==> src/rtl/stream_cipher_unit.sv <==
// stream_cipher_unit: two-stage XOR-plus-rotation cipher datapath.
// Stage 1 latches the accepted beat together with its mode and the key that
// was selected for it. Stage 2 holds the transformed result until the sink
// takes it. The key ring is programmable, and the key index advances on a
// beat-count basis.
module stream_cipher_unit #(
  parameter int                  DW       = 8,
  parameter int                  NKEYS    = 3,
  parameter int                  ROT      = 3,
  parameter logic [NKEYS*DW-1:0] KEY_INIT = {8'h96, 8'h3C, 8'hA5},
  localparam int                 KAW      = (NKEYS > 1) ? $clog2(NKEYS) : 1
) (
  input  logic           clk,
  input  logic           rst,
  input  logic           mode,
  input  logic [2:0]     rot_freq,
  input  logic           resync,
  input  logic           key_we,
  input  logic [KAW-1:0] key_addr,
  input  logic [DW-1:0]  key_wdata,
  input  logic           in_valid,
  input  logic [DW-1:0]  in_data,
  output logic           in_ready,
  output logic           out_valid,
  output logic [DW-1:0]  out_data,
  input  logic           out_ready
);

  // Rotate left by ROT. The value is doubled so that a plain shift yields the wrap-around.
  function automatic logic [DW-1:0] rotl(input logic [DW-1:0] x);
    logic [2*DW-1:0] t;
    t = {x, x} << ROT;
    return t[2*DW-1:DW];
  endfunction

  // Rotate right by ROT.
  function automatic logic [DW-1:0] rotr(input logic [DW-1:0] x);
    logic [2*DW-1:0] t;
    t = {x, x} >> ROT;
    return t[DW-1:0];
  endfunction

  logic [DW-1:0]  key_q [NKEYS];
  logic [KAW-1:0] idx_q, idx_d;
  logic [2:0]     cnt_q, cnt_d;

  logic           s1_valid_q;
  logic [DW-1:0]  s1_data_q;
  logic           s1_mode_q;
  logic [DW-1:0]  s1_key_q;

  logic           s2_valid_q;
  logic [DW-1:0]  s2_data_q, s2_data_d;

  logic           s2_load;
  logic           accept;
  logic [DW-1:0]  key_sel;

  // Stage 2 can take a new beat when it is empty or is being drained this cycle.
  // Stage 1 can take one when it is empty or is moving into stage 2.
  assign s2_load   = !s2_valid_q || out_ready;
  assign in_ready  = !s1_valid_q || s2_load;
  assign accept    = in_valid && in_ready;
  assign out_valid = s2_valid_q;
  assign out_data  = s2_data_q;

  // Key ring. A write to an address beyond the ring matches no entry and is dropped.
  always_ff @(posedge clk or negedge rst) begin
    if (!rst) begin
      for (int i = 0; i < NKEYS; i++) key_q[i] <= KEY_INIT[i*DW +: DW];
    end else if (key_we) begin
      for (int i = 0; i < NKEYS; i++)
        if (key_addr == KAW'(i)) key_q[i] <= key_wdata;
    end
  end

  // Current key: a mux over the ring, selected by the key index.
  always_comb begin
    key_sel = '0;
    for (int i = 0; i < NKEYS; i++)
      if (idx_q == KAW'(i)) key_sel = key_q[i];
  end

  // Key-advance rule. resync wins over any advance from a beat accepted in the same cycle.
  always_comb begin
    idx_d = idx_q;
    cnt_d = cnt_q;
    if (resync) begin
      idx_d = '0;
      cnt_d = '0;
    end else if (accept && (rot_freq != 3'd0)) begin
      if (cnt_q >= (rot_freq - 3'd1)) begin
        cnt_d = '0;
        idx_d = (idx_q == KAW'(NKEYS - 1)) ? '0 : idx_q + 1'b1;
      end else begin
        cnt_d = cnt_q + 3'd1;
      end
    end
  end

  // Key index and beat counter registers.
  always_ff @(posedge clk or negedge rst) begin
    if (!rst) begin
      idx_q <= '0;
      cnt_q <= '0;
    end else begin
      idx_q <= idx_d;
      cnt_q <= cnt_d;
    end
  end

  // Stage 1 captures data, mode and the current key, so a later key write or index move cannot affect this beat.
  always_ff @(posedge clk or negedge rst) begin
    if (!rst) begin
      s1_valid_q <= 1'b0;
      s1_data_q  <= '0;
      s1_mode_q  <= 1'b0;
      s1_key_q   <= '0;
    end else if (in_ready) begin
      s1_valid_q <= in_valid;
      if (in_valid) begin
        s1_data_q <= in_data;
        s1_mode_q <= mode;
        s1_key_q  <= key_sel;
      end
    end
  end

  // Transform for the beat held in stage 1.
  always_comb begin
    if (s1_mode_q) s2_data_d = rotr(s1_data_q) ^ s1_key_q;
    else           s2_data_d = rotl(s1_data_q ^ s1_key_q);
  end

  // Stage 2 is the output register. Data only moves on a load, so it stays put while the sink stalls.
  always_ff @(posedge clk or negedge rst) begin
    if (!rst) begin
      s2_valid_q <= 1'b0;
      s2_data_q  <= '0;
    end else if (s2_load) begin
      s2_valid_q <= s1_valid_q;
      if (s1_valid_q) s2_data_q <= s2_data_d;
    end
  end

endmodule

==> config.mk <==
export PLATFORM = sky130hd
export DESIGN_NAME = stream_cipher_unit
export DESIGN_NICKNAME = d
export VERILOG_FILES = /design/src/rtl/stream_cipher_unit.sv
export SDC_FILE = /design/constraint.sdc
export NUM_CORES = 1
export LEC_CHECK = 0
export BUFFER_PORTS_ARGS = -buffer_cell sky130_fd_sc_hd__clkbuf_2
export CAP_MARGIN = 20
export CORE_ASPECT_RATIO = 1.25
export CORE_MARGIN = 2
export CORE_UTILIZATION = 60
export DETAILED_ROUTE_END_ITERATION = 8
export PLACE_DENSITY = 0.83
export SYNTH_ARGS = -nofsm -noshare
export SYNTH_HDL_FRONTEND = slang
export SYNTH_SLANG_ARGS = --single-unit
==> constraint.sdc <==
create_clock -name clk -period 4.6 [get_ports clk]
set_input_delay 0.23 -clock clk [delete_from_list [all_inputs] [get_ports clk]]
set_output_delay 0.23 -clock clk [all_outputs]
set_load 0.005 [all_outputs]
Word level (Yosys, flattened, before mapping) --
Cells that the tools add are included.
Cells by class: $add $sub $neg 3, multiply operators 0, divide/modulo/power cells 0, order comparisons 1, eq/ne operators 4, shift-type cells 0, multiplexer cells 11, bitwise logic cells 2, reductions and logical operators 17
Operators with widths (number):
- 8-bit two-way mux | 4
- 8-bit bitwise XOR | 2
- 2-bit AND reduction | 6
- 3-bit two-way mux | 3
- 2-bit two-way mux | 4
- 2-bit by 1-bit == test with 1-bit output, second input constant | 2
- 2-bit == test, second input constant | 2
- 2-bit logical NOT | 2
- 2-bit nonzero test | 2
- 3-bit by 1-bit adder with 3-bit output, second input constant | 1
- 3-bit greater-or-equal comparator | 1
- 3-bit nonzero test | 1
- 3-bit by 1-bit subtractor with 3-bit output, second input constant | 1
- 2-bit by 1-bit adder with 2-bit output, second input constant | 1
- 1-bit logical AND | 2
- 1-bit logical NOT | 2
- 1-bit logical OR | 2
Storage, ports and cells: flip-flop bits (word level) 56, latch bits 0, RAM bits 0, memory bits (read-only) 0, input port bits 28, output and inout bits 10, logic and storage cells 49, memories 0

Logic depth before layout (Yosys ltp) --
depth after elaboration 7, gate-level depth with buffers 8

Worst setup path after synthesis --
No wires, ideal clock.
path type input to register, from input rot_freq[0], to register idx_q[0], setup time 0.077 ns, arrival time 1.784 ns, required time 4.523 ns, slack 2.739 ns, stages on the path 8, buffers on the path 0, cells stage by stage inv_1 -> ha_1 -> ha_1 -> ha_1 -> a21o_1 -> a31oi_2 -> or4_1 -> a21oi_1
On the way: cells in the longest elaborated chain, start to end 4
Ends and longest elaborated chain:
- start, declared | RTL line 16 | input logic [2:0] rot_freq,
- 3-bit by 1-bit subtractor with 3-bit output or 3-bit nonzero test (tied branches) | RTL line 92, 91
- 3-bit greater-or-equal comparator or 1-bit logical AND (tied branches) | RTL line 92, 91
- 2-bit nonzero test (no line)
- 2-bit AND reduction (no line) (*)
- end signal, assigned | RTL line 107 | idx_q <= idx_d;
- end, declared | RTL line 44 | logic [KAW-1:0] idx_q, idx_d;
Every way passes the cells marked *; elsewhere a longest branch is shown, timed or not. A chain may end at the register's enable or synchronous reset.

Final worst setup path --
from register idx_q[1], to register idx_q[1]
On the way: cells in the longest elaborated chain, start to end 5
Ends and longest elaborated chain:
- 2-bit by 1-bit adder with 2-bit output or 2-bit == test (tied branches) | RTL line 94 | idx_d = (idx_q == KAW'(NKEYS - 1)) ? '0 : idx_q + 1'b1;
- 2-bit two-way mux (*) | RTL line 94
- 2-bit two-way mux (*) | RTL line 92 | if (cnt_q >= (rot_freq - 3'd1)) begin
- 2-bit two-way mux (*) | RTL line 91 | end else if (accept && (rot_freq != 3'd0)) begin
- 2-bit two-way mux (*) | RTL line 88 | if (resync) begin
Every way passes the cells marked *; elsewhere a longest branch is shown, timed or not. The select of a mux whose other input is x is not followed.

==> implementation parameters <==
Parameter                              Value

Drt
  Number of violations reported at the end of detailed-routing iteration 0    85
  Number of DRC violations after detailed routing    0
  Routed vias/inst    5.32
  Average routed wire per standard cell    13.0 um
  Routed Antenna Nets    0
  Final routed wirelength across all metal layers    4.24 mm
  Vias post-DR    1729
  First-pass DRT Iterations    4

Logic synthesis
  Area leader, netlist    dfrtp_1
  Fraction of post-synthesis cell area in the top cell type by area    0.408
  Count leader, synth    dfrtp_1
  Synth Flop Type    dfrtp_1
  Async set-reset flop share out of synthesis    1.00
  Number of distinct library cells after synthesis    34
  Synth Cell Area    0.00270 sq mm
  Cells after Synth    229
  Largest cells by area after synthesis    dfrtp_1 (41%), dfstp_2 (12%), mux2_2 (10%), mux2_4 (4.5%), a21oi_1 (3.3%)
  Count of flip-flops with a built-in enable after synthesis    0
  Syn nets    263
  Synthesis-stage register bit count    56
  Post-synthesis sequential area ratio    0.525
  Post-synthesis average cell area    11.8 sq um
  Synth warn    0
  Most frequent cells after synthesis    dfrtp_1 (44), mux2_2 (25), nand2_1 (21), a21oi_1 (18)

Clocking
  PostCTS Resize Cnt    0
  Postcts setup bufs    0
  Register clock-pin slew on the reported worst setup and hold paths    90 ps
  Clock tree from TritonCTS    done
  Clk_lat worst skew    300 ps
  CTS sink count    56
  Number of buffers on the longest clock path    2
  Number of hold-repair buffers added at the cts stage    0
  Buffer type at the clock tree root    clkbuf_8
  Cts bufs inserted    5
  Deepest level of the CTS H-tree    2

Die
  Starting density of the core    0.619
  Cell row count    27
  Chip Width    64.0 um
  Placeable Area    0.00436 sq mm
  Ports placed on the boundary    38
  Overall die height    79.0 um
  Die area    0.00505 sq mm

STA
  Peak clock frequency supported by timing    557 MHz
  Unrepaired setup endpoints after global routing    false
  Max-slew violation count    0
  Final Cycle Share    0.390
  Setup Viol. Count Final    0
  Post-route minimum period    1790 ps
  Worst Max-Slew Pin Slew    679 ps
  Final Hold Vio Count    0
  Normalized max-slew margin    0.548
  Fin Clk Skew    9.25 ps
  Total negative setup slack    0 ps

Power
  Maximum ir drop on the vdd rail    0.000262 V
  Final total power    1210 uW
  Power density normalized to cell area    402 mW/mm^2
  Leak Pwr    0.00139 uW

Placement
  Global placement routability congestion    0.803
  Detailed placer's ending HPWL    3.19 mm
  Number of buffers inserted by port buffering    37
  Cell count after placement    317

Finish
  Non-Filler Instances    325
  Layout area overhead    11.6%
  Multi-input gate area in the final layout    0.00121 sq mm
  Final core area utilization    0.690
  N_diodes    0
  Fill cells    335
  Sequential cell area    0.00142 sq mm
  Ratio of cells with drive above 1 in the final layout    0.356
  Layout Nets    300

Run status
  Status    completed

Global route
  Global-route total usage across every layer    0.191
  GRT Residual Overflow    0
  Number of antenna violations at the first check in global routing    0
  Number of global-route vias before repair    1767
  Maximum number of pins on one net before global-route repair    57
  First-pass GRT wire length    7.62 mm

Worst setup path
  Critical path endpoint category    register
  Required @ worst endpoint    4840 ps
  Arrival time of data at the critical path endpoint    2030 ps
  Type of origin of the critical path    register
  Maximum fanout along the worst path    11
  Type of the worst setup path    reg -> reg

Min path
  Worst min-delay path class    in -> async

Job
  Count of max-cap constraint violations    0
-- sequential cells by signal, summed over array words and instances (netlist names) --
name / count
s1_key_q: 8
cnt_q: 3
s1_data_q: 8
out_valid: 1
idx_q: 2
s1_valid_q: 1
key_q: 24
s1_mode_q: 1
out_data: 8
-- worst max-delay path, stage by stage (launching register included) --
cell and delay, ps:
dfrtp_1 590, nor2b_1 600, or4b_1 480, nand2_1 70
-- cell usage in the layout, fill, tap and decap left out, types with 3 or more instances in the layout --
| cell type | netlist | routed |
|---|---|---|
| inv_1 | 6 | 6 |
| nor2_1 | 17 | 17 |
| mux2i_1 | 8 | 8 |
| dfrtp_1 | 44 | 44 |
| a21oi_1 | 18 | 18 |
| o21ai_0 | 17 | 17 |
| ha_1 | 6 | 6 |
| mux2_2 | 25 | 25 |
| dfstp_2 | 12 | 12 |
| xnor2_1 | 8 | 8 |
| mux2_4 | 8 | 8 |
| xor2_1 | 8 | 8 |
| nand2b_1 | 4 | 4 |
| nand3b_1 | 3 | 3 |
| clkbuf_8 | 0 | 6 |
| clkbuf_2 | 1 | 37 |
| nand2_1 | 21 | 21 |
-- per-stage QoR --
stage,cell area (sq um),setup slack (ps),hold slack [ps]
finish,3010,2810,24.2
global route,3010,2700,101
CTS,3010,2800,61.6
detailed placement,2920,2520,395
global placement,2920,2610,393
floorplan,2700,2740,-65.6
-- logic make-up after synthesis --
group / share of synthesized area
buf+inv: 0.0255
flops: 0.525
xor+xnor: 0.0520
compound gates: 0.0817
fa+ha+maj: 0.0278
simple gates: 0.109
mux: 0.179
-- area by class of cell --
cell class	instances	area share
Timing Repair Buffer	38	0.0640
Sequential cell	56	0.471
Clock inverter	1	0.00249
Tap cell	58	0.0241
Inverter	6	0.00748
Clock buffer	7	0.0287
Multi-Input combinational cell	159	0.402
-- worst paths after layout --
| check | cells past startpoint | start | to | slack [ps] |
|---|---|---|---|---|
| worst max-delay path | 3 | idx_q[1] | idx_q[1] | 2810 |
| worst min-delay path | 2 | rst | out_valid | 20 |
| worst max register to register | 3 | idx_q[1] | idx_q[1] | 2810 |
| worst min register to register | 2 | out_data[5] | out_data[5] | 480 |
| max in group asynchronous | 2 | rst | cnt_q[1] | 4120 |
| min in group clk | 2 | resync | cnt_q[0] | 140 |
-- power breakdown --
part | switching [uW] | internal (uW) | total [uW]
logic | 118 | 148 | 266
registers | 72.7 | 603 | 676
clock network | 146 | 123 | 268
-- metal layers --
layer | GRT usage | share of wire | vias to the layer above
met5 | 0 | 0 | -
met4 | 0.0739 | 0.014 | 0
met3 | 0.0354 | 0.038 | 6
met2 | 0.342 | 0.51 | 34
met1 | 0.226 | 0.44 | 824
li1 | - | - | 865
(Power assumes the default switching activity.)
